==> config.mk <==
export PLATFORM = sky130hd
export DESIGN_NAME = bcd_convert_scheduler
export DESIGN_NICKNAME = d
export VERILOG_FILES = /design/src/rtl/bcd_convert_scheduler.sv
export SDC_FILE = /design/constraint.sdc
export NUM_CORES = 1
export LEC_CHECK = 0
export CORE_MARGIN = 2
export CORE_UTILIZATION = 39
export DETAILED_ROUTE_END_ITERATION = 8
export PLACE_DENSITY = 0.81
export SLEW_MARGIN = 20
export SYNTH_ARGS = -nofsm -noshare
export SYNTH_HDL_FRONTEND = slang
export SYNTH_SLANG_ARGS = --single-unit
==> constraint.sdc <==
create_clock -name iClk -period 2.3 [get_ports iClk]
set_input_delay 0.46 -clock iClk [delete_from_list [all_inputs] [get_ports iClk]]
set_output_delay 0.46 -clock iClk [all_outputs]
set_load 0.1 [all_outputs]
==> src/rtl/bcd_convert_scheduler.sv <==
// Round-robin scheduler sharing one binary-to-BCD converter among NUM_REQ requesters.
// Optional converter watchdog enabled by defining BCD_SCHED_TIMEOUT_EN.
module bcd_convert_scheduler #(
   parameter int NUM_REQ     = 4,
   parameter int DATA_W      = 8,
   parameter int BCD_W       = 12,
   parameter int TIMEOUT_CYC = 32
) (
   input  logic                        iClk,
   input  logic                        iRst_n,
   input  logic [NUM_REQ-1:0]          iReq,
   input  logic [NUM_REQ*DATA_W-1:0]   iData,
   output logic [NUM_REQ-1:0]          oAck,
   output logic [BCD_W-1:0]            oResult,
   output logic                        oBusy,
   output logic                        oConvStart,
   output logic [DATA_W-1:0]           oConvData,
   input  logic                        iConvDone,
   input  logic [BCD_W-1:0]            iConvBcd,
   output logic                        oErr
);

   localparam int IDX_W = (NUM_REQ > 1) ? $clog2(NUM_REQ) : 1;

   typedef enum logic [1:0] {IDLE, START, WAIT, RESP} state_t;

   state_t           state, state_nxt;
   logic [IDX_W-1:0] ptr, idx, grant_idx, idx_inc;
   logic [IDX_W:0]   cand;
   logic             grant_vld;
   logic             timeout;

   // Scan offsets from highest to lowest so the nearest set bit at/after ptr wins.
   always_comb begin
      grant_vld = 1'b0;
      grant_idx = '0;
      cand      = '0;
      for (int i = NUM_REQ-1; i >= 0; i--) begin
         cand = {1'b0, ptr} + (IDX_W+1)'(i);
         if (cand >= (IDX_W+1)'(NUM_REQ)) cand = cand - (IDX_W+1)'(NUM_REQ);
         if (iReq[cand[IDX_W-1:0]]) begin
            grant_vld = 1'b1;
            grant_idx = cand[IDX_W-1:0];
         end
      end
   end

   assign idx_inc = (idx == IDX_W'(NUM_REQ-1)) ? '0 : idx + 1'b1;

`ifdef BCD_SCHED_TIMEOUT_EN
   localparam int CNT_W = $clog2(TIMEOUT_CYC+1);

   logic [CNT_W-1:0] wait_cnt;
   logic             err;

   // A done arriving on the limit cycle wins over the timeout.
   assign timeout = (state == WAIT) && !iConvDone &&
                    (wait_cnt == CNT_W'(TIMEOUT_CYC-1));

   always_ff @(posedge iClk or negedge iRst_n) begin
      if (!iRst_n) begin
         wait_cnt <= '0;
         err      <= 1'b0;
      end else begin
         if (state == START)     wait_cnt <= '0;
         else if (state == WAIT) wait_cnt <= wait_cnt + 1'b1;
         if (timeout)            err      <= 1'b1;
      end
   end

   assign oErr = err;
`else
   assign timeout = 1'b0;
   assign oErr    = 1'b0;
`endif

   always_ff @(posedge iClk or negedge iRst_n) begin
      if (!iRst_n) state <= IDLE;
      else         state <= state_nxt;
   end

   always_comb begin
      state_nxt  = state;
      oConvStart = 1'b0;
      oAck       = '0;
      oBusy      = 1'b1;
      case (state)
         IDLE: begin
            oBusy = 1'b0;
            if (grant_vld) state_nxt = START;
         end
         START: begin
            oConvStart = 1'b1;
            state_nxt  = WAIT;
         end
         WAIT: begin
            if (iConvDone || timeout) state_nxt = RESP;
         end
         RESP: begin
            oAck[idx] = 1'b1;
            state_nxt = IDLE;
         end
         default: state_nxt = IDLE;
      endcase
   end

   // Operand and index are frozen at grant; requester changes after that are ignored.
   always_ff @(posedge iClk or negedge iRst_n) begin
      if (!iRst_n) begin
         idx       <= '0;
         ptr       <= '0;
         oConvData <= '0;
         oResult   <= '0;
      end else begin
         case (state)
            IDLE: begin
               if (grant_vld) begin
                  idx       <= grant_idx;
                  oConvData <= iData[int'(grant_idx)*DATA_W +: DATA_W];
               end
            end
            WAIT: begin
               if (iConvDone)    oResult <= iConvBcd;
               else if (timeout) oResult <= '1;
            end
            RESP:    ptr <= idx_inc;
            default: ;
         endcase
      end
   end

endmodule

Word-level counts from Yosys, hierarchy flattened
Cells that the tools add are included.
{"block": "word_totals", "ff_bits": 26, "inputBits": 51, "output_inout_bits": 27, "elab_cells": 64}
{"block": "classes", "add_sub_neg": 8, "n_lt_le_gt_ge": 10, "eq_ne": 6, "n_shift": 1, "muxes": 29, "reduce_logical": 5}
{"operator": "$shiftx A32 B6 Y8", "n": 1}
{"operator": "$mux W2", "n": 11}
{"operator": "$lt A2 B3 Y1 const B", "n": 5}
{"operator": "$mux W1", "n": 11}
{"operator": "$ge A3 B3 Y1 const B", "n": 3}
{"operator": "$bmux W1 S2", "n": 4}
{"operator": "$pmux W2 S4", "n": 1}
{"operator": "$sub A2 B1 Y2 const B", "n": 4}
{"operator": "$add A2 B2 Y3 const B", "n": 2}
{"operator": "$eq A2 B2 Y1 const B", "n": 3}
{"operator": "$reduce_and A2 Y1", "n": 3}
{"operator": "$mux W4", "n": 1}
{"operator": "$ne A2 B2 Y1 const B", "n": 2}
{"operator": "$add A2 B1 Y3 const B", "n": 1}
{"operator": "$ge A2 B3 Y1 const B", "n": 1}
{"operator": "$add A2 B1 Y2 const B", "n": 1}
{"operator": "$demux W1 S2", "n": 1}
{"operator": "$eq A2 B1 Y1 const B", "n": 1}
{"operator": "$ge A2 B1 Y1 const B", "n": 1}
{"operator": "$logic_not A2 Y1", "n": 1}
{"operator": "$logic_and A1 B1 Y1", "n": 1}

Logic depth before layout (Yosys ltp)
Gate-level depths: netlist of run 1.
{"block": "logic_depth", "depth_word": 11, "depth_mapped": 7, "depth_no_buf": 6}

Least setup slack after synthesis of run 1
Ideal clock, no wire load.
{"block": "synth_timing", "kind": "register to register", "start": "register state[0]", "end": "register oConvData[0]", "setup_ps": 149, "t_arrival_ps": 1857, "t_required_ps": 2151, "path_slack_ps": 295, "path_stages_with_launch": 7, "path_buffers": 1, "period_less_slack_ps": 2005, "cell_sequence": "dfrtp_1 -> inv_1 -> ha_1 -> inv_1 -> or3_1 -> clkbuf_1 -> o221ai_1"}
{"block": "synth_via", "elab_chain_cells": 2}
{"item": "start: declaration", "line": "27", "text": "state_t state, state_nxt;"}
{"item": "start signal: assignment", "line": "79", "text": "else state <= state_nxt;"}
{"item": "$logic_not A2 Y1", "line": "115", "text": "case (state)"}
{"item": "$reduce_and A2 Y1 (no source line)"}
{"item": "end signal: assignment", "line": "119", "text": "oConvData <= iData[int'(grant_idx)*DATA_W +: DATA_W];"}
{"item": "end: declaration", "line": "17", "text": "output logic [DATA_W-1:0] oConvData,"}
Every way passes these cells.
A chain may end at the register's enable or synchronous reset.

Worst setup path after layout of run 1
{"block": "layout_timing", "start": "register state[0]", "end": "output oAck[3]"}
{"block": "layout_via", "elab_chain_cells": 2}
{"item": "$eq A2 B2 Y1", "line": "87", "text": "case (state)"}
{"item": "$mux W4", "line": "87"}
{"item": "end: declaration", "line": "13", "text": "output logic [NUM_REQ-1:0] oAck,"}
Every way passes these cells.

==> run summary, run 1 <==
Outcome -> complete, no violations
Multi-input gate area -> 701 sq um
Clk sink count -> 26
Post-DR vias/cell -> 5.02
H-tree depth -> 1
Required @ worst endpoint -> 1.84 ns
Layout cells sized above 1 -> 0.238
Share of flip-flops with an asynchronous set or reset -> 1.00
Setup violators final -> 0
DRC Markers -> 0
Synth unique cells -> 24
Port Buffers -> 76
Startpoint Class -> flip-flop
Mean post-synth cell area -> 11.5 sq um
Yosys reg bits -> 26
Gr ovfl total -> 0
Max Cap Viol -> 0
Hold WC Path Type -> in -> async
Setup repair bufs after CTS -> 0
Final min period -> 1.89 ns
Clock Skews -> 0.0137 ns
Placed cells -> 244
Clk_lat worst skew -> 0.32 ns
GRT Overall Usage -> 0.176
Predominant post-synthesis flop cell -> dfrtp_1
Fillers -> 275
Setup Crit Path Kind -> reg -> out
Fin area -> 0.00227 sq mm
Final net count -> 263
Post-synth net total -> 184
Initial antenna violation count -> 0
Die X -> 64.4 um
CP delay by family, top -> flip-flops
Placer congestion estimate -> 0.742
Worst EP arrival -> 1.43 ns
Starting DRC count in detailed routing -> 35
Row count -> 21
Max-slew headroom -> 0.667
Worst setup EP type -> primary output
Total wire length -> 3580 um
Unrepaired setup endpoints after global routing -> false
Sequential cell area -> 651 sq um
Sum Neg Setup Slack -> 0 ns
Worst-path maximum fanout -> 6
Post-Place Cell Area -> 0.00222 sq mm
CTS tree -> built
Vias in the first global route -> 1,305
Post-DRT Antenna Nets -> 0
Crit path max-delay cell type -> dfrtp_1
Mapped Area -> 0.00142 sq mm
Hold Slack -> 0.474 ns
CTS Hold Bufs -> 0
Delay of the slowest cell on the worst path -> 0.44 ns
Fin crit share -> 0.820
Clock buffer depth -> 2
First-pass GRT wire length -> 5740 um
Mapped Cells -> 124
Max frequency -> 530 MHz
Reg clk slew, reported paths -> 0.15 ns
Core area -> 0.00342 sq mm
Final Hold Fails -> 0
Largest net degree at the start of global routing -> 27
Via Count -> 1,244
IO Count -> 78
HPWL Detailed -> 2930 um
Pre-antenna DRT Iters -> 4
Final Non-Filler Cells -> 248
Area grow syn2layout -> 59.6%
# diodes -> 0
Synth Warn # -> 0
Die Y -> 64.4 um
Routed len/inst -> 14.4 um
Slew @ Worst Pin -> 0.498 ns
EDFF count, synth -> 0
Buffers and inverters on the worst path -> 1
Die Area -> 0.00415 sq mm
Share of the yosys chip area belonging to registers -> 0.457
Critical-path cell list -> ha_1 > and2_1 > buf_12
Max-slew violation count -> 0
Root buf cell -> clkbuf_4
CTS resizes -> 0
Starting Density -> 0.417
CTS Buf Count -> 3
layout make-up:
| cell class | instances | area share |
|---|---|---|
| clock inverter | 1 | 0.0132 |
| multi-input combinational | 86 | 0.308 |
| inverter | 6 | 0.00991 |
| timing repair buffer | 80 | 0.347 |
| sequential | 26 | 0.286 |
| clock buffer | 3 | 0.00991 |
| tap | 46 | 0.0253 |
layer usage:
layer  share of wire  global-route usage  vias up  wire length (um)
met3           0.037              0.0313        2               134
met2            0.56               0.335       36              2000
met4          0.0067              0.0452        0                24
met5               0                   0        -                 0
met1            0.40               0.202      616              1420
li1                -                   -      590                 -
path summary, 6_finish.rpt:
check | startpoint | to | slack [ns] | cells past startpoint
max | state[0] | oAck[3] | 0.41 | 3
min | iRst_n | oResult[2] | 0.47 | 2
max reg2reg | state[0] | oConvData[2] | 0.59 | 5
min reg2reg | oConvData[1] | oConvData[1] | 0.52 | 2
max in group asynchronous | iRst_n | state[1] | 1.57 | 2
min in group iClk | oConvData[1] | oConvData[1] | 0.52 | 2
kinds of logic (layout without fill, tap and decap cells):
family                   Yosys count  count (layout)  share of synthesized area
other                              1               1                    0.00263
multiplexers                      31              31                      0.230
AO/OA/AOI/OAI                     16              16                     0.0870
flip-flops                        26              26                      0.457
buffers and inverters             12              90                     0.0510
adder cells (fa/ha/maj)            9               9                     0.0791
AND/OR/NAND/NOR                   29              29                     0.0931
layout by cell type, fill, tap and decap left out, drive strengths merged:
master,n
and3,1
conb,1
buf,30
clkdlybuf4s50,50
a211o,1
or3,1
a211oi,1
nor3b,1
o21bai,1
o21ai,2
o32a,1
nor2,4
o221ai,8
bufinv,1
mux2i,17
ha,9
and2,4
dfrtp,26
a21oi,2
nand2b,2
mux2,14
nand2,16
clkbuf,3
inv,6
registers in the layout, indices dropped and copies added (netlist names):
register	cells
ptr	2
idx	2
state	2
oResult	12
oConvData	8
stage by stage:
step | worst slack (ns) | util
finish | 0.414 | 0.665
global route | 0.355 | 0.665
CTS | 0.402 | 0.665
detailed placement | 0.186 | 0.650
global placement | 0.269 | 0.650
floorplan | 0.295 | -
cells in the mapped netlist (2+ instances only):
cell	n	share of area
a21oi_1	2	0.0070
and2_1	4	0.018
clkbuf_1	3	0.0079
dfrtp_1	26	0.46
ha_1	9	0.079
inv_1	6	0.016
mux2_2	14	0.11
mux2i_1	17	0.12
nand2_1	16	0.042
nand2b_1	2	0.0088
nor2_1	4	0.011
o21ai_0	2	0.0070
o221ai_1	8	0.049
Power of run 1 is left out: the tool's default activity adds up to more than one toggle a clock period on the data nets, which glitch-free logic cannot reach.
==> inputs of run 2 (changes only) <==
clock period = 1.8 ns   (was 2.3 ns; I/O delays follow)
==> run summary, run 2 (synthesis gave the netlist of run 1 again) <==
Outcome -> complete, no violations
Placer congestion estimate -> 0.739 (-0.35%)
Startpoint Class -> flip-flop
Hold WC Path Type -> in -> async
Area grow syn2layout -> 84.2%
Initial antenna violation count -> 0 (unchanged)
Worst setup EP type -> primary output
# diodes -> 0 (unchanged)
Post-DRT Antenna Nets -> 0 (unchanged)
Pre-CTS setup slack -> -0.234 ns (-0.420 ns)
Total wire length -> 3880 um (+8.5%)
Fin area -> 0.00262 sq mm (+15%)
Worst-path maximum fanout -> 6 (unchanged)
Clock Skews -> 0.00608 ns (-0.00757 ns)
Required @ worst endpoint -> 1.44 ns (-0.40 ns)
CTS Hold Bufs -> 0 (unchanged)
Top Layer Used -> met4
Worst EP arrival -> 1.36 ns (-0.07 ns)
Max-slew violation count -> 0 (unchanged)
Starting Density -> 0.417 (unchanged)
Max reg flops -> 12 (unchanged)
Final min period -> 1.72 ns
Die Area -> 0.00415 sq mm (unchanged)
IO Count -> 78 (unchanged)
Post-Place Cell Area -> 0.00257 sq mm (+16%)
Sequential cell area -> 652 sq um (+0.19%)
Multi-input gate area -> 749 sq um (+7.0%)
H-tree depth -> 1 (unchanged)
Setup violators final -> 0 (unchanged)
Commonest non-fill, non-tap cells in the layout -> clkdlybuf4s50_1, buf_12, dfrtp_1, mux2i_1, nand2_1
Final Non-Filler Cells -> 253 (+2.0%)
Largest net degree at the start of global routing -> 27 (unchanged)
Most common cell after layout, fill and taps aside -> clkdlybuf4s50_1
Die Y -> 64.4 um (unchanged)
Vias in the first global route -> 1,389 (+6.4%)
Wl on met1 -> 1450 um (+1.5%)
Clk_lat worst skew -> 0.32 ns (about the same)
Row count -> 21 (unchanged)
CTS Buf Count -> 3 (unchanged)
Crit path max-delay cell type -> dfrtp_1
Routed len/inst -> 15.4 um (+6.3%)
Delay of the slowest cell on the worst path -> 0.42 ns (-0.02 ns)
Reg clk slew, reported paths -> 0.14 ns (about the same)
Core area -> 0.00342 sq mm (unchanged)
CTS tree -> built
Max frequency -> 580 MHz
Gr ovfl total -> 0 (unchanged)
Top flop regs -> oResult: 12 flops, oConvData: 8 flops
Critical-path cell list -> ha_2 > and2_1 > buf_12
First-pass GRT wire length -> 6250 um (+8.9%)
Max Cap Viol -> 0 (unchanged)
GRT Overall Usage -> 0.193 (+0.0173)
HPWL Detailed -> 3190 um (+8.9%)
Reg with most FFs -> oResult
DR WL met3 -> 260 um (+94%)
Clock buffer depth -> 2 (unchanged)
Pre-antenna DRT Iters -> 2 (-2)
Final Hold Fails -> 0 (unchanged)
Via Count -> 1,226 (-1.4%)
Routed met2 length -> 2150 um (+7.9%)
Root buf cell -> clkbuf_4
Layout cells sized above 1 -> 0.314 (+0.0764)
Die X -> 64.4 um (unchanged)
Starting DRC count in detailed routing -> 42 (+20%)
Setup ws final -> 0.0762 ns (-0.338 ns)
Hold Slack -> 0.383 ns (-0.0915 ns)
Post-DR vias/cell -> 4.85 (-3.4%)
Fillers -> 206 (-25%)
Placed cells -> 248 (+1.6%)
Port Buffers -> 76 (unchanged)
Final net count -> 268 (+1.9%)
DRC Markers -> 0 (unchanged)
Clk sink count -> 26 (unchanged)
Fin crit share -> 0.958
Setup Crit Path Kind -> reg -> out
[run 2: cell count changes in the layout (fill, tap and decap cells not counted), moves of 3 or more]
cell / delta
o221ai_1: -5
o221ai_2: +5
buf_4: -17
inv_1: -3
buf_12: +22
[run 2: worst paths after layout]
kind	startpoint	end	slack [ns]	cells after the start
worst max-delay path	state[1]	oAck[1]	0.08	3
worst min-delay path	iRst_n	oResult[7]	0.38	2
worst max register to register	ptr[1]	oConvData[0]	0.15	6
worst min register to register	idx[1]	idx[1]	0.56	2
max in group asynchronous	iRst_n	idx[0]	1.14	2
min in group iClk	idx[1]	idx[1]	0.56	2
[run 2: stage by stage]
stage / TNS, ns / util
final: 0 / 0.768
after global routing: -0.0111 / 0.768
after CTS: 0 / 0.766
after detailed placement: -1.34 / 0.753
after global placement: -0.624 / 0.753
after floorplan: -1.01 / -
[run 2: final cells by class]
class,instances,area share
Clock buffer,4,0.0138
Inverter,6,0.0100
Multi-Input combinational cell,86,0.286
Sequential cell,26,0.249
Tap cell,46,0.0219
Timing Repair Buffer,85,0.420
[run 2: routing by layer]
layer	track usage	vias to the layer above
met1	0.215	584
met5	0	-
met2	0.366	42
met3	0.0434	2
li1	-	598
met4	0.0559	0
[run 2: worst max-delay path: cells and delay by family, from the launching register on]
family | cells | cell delay, ns
adders and majority gates | 1 | 0.25
buffers and inverters | 1 | 0.18
DFF | 1 | 0.42
and+or+nand+nor | 1 | 0.19
[run 2: repair_timing]
item,in CTS,in global routing
setup endpoints to repair,4,4
buffers inserted,1,0
pin swaps,0,0
gates resized for setup,0,3
Power of run 2 is left out for the same reason.
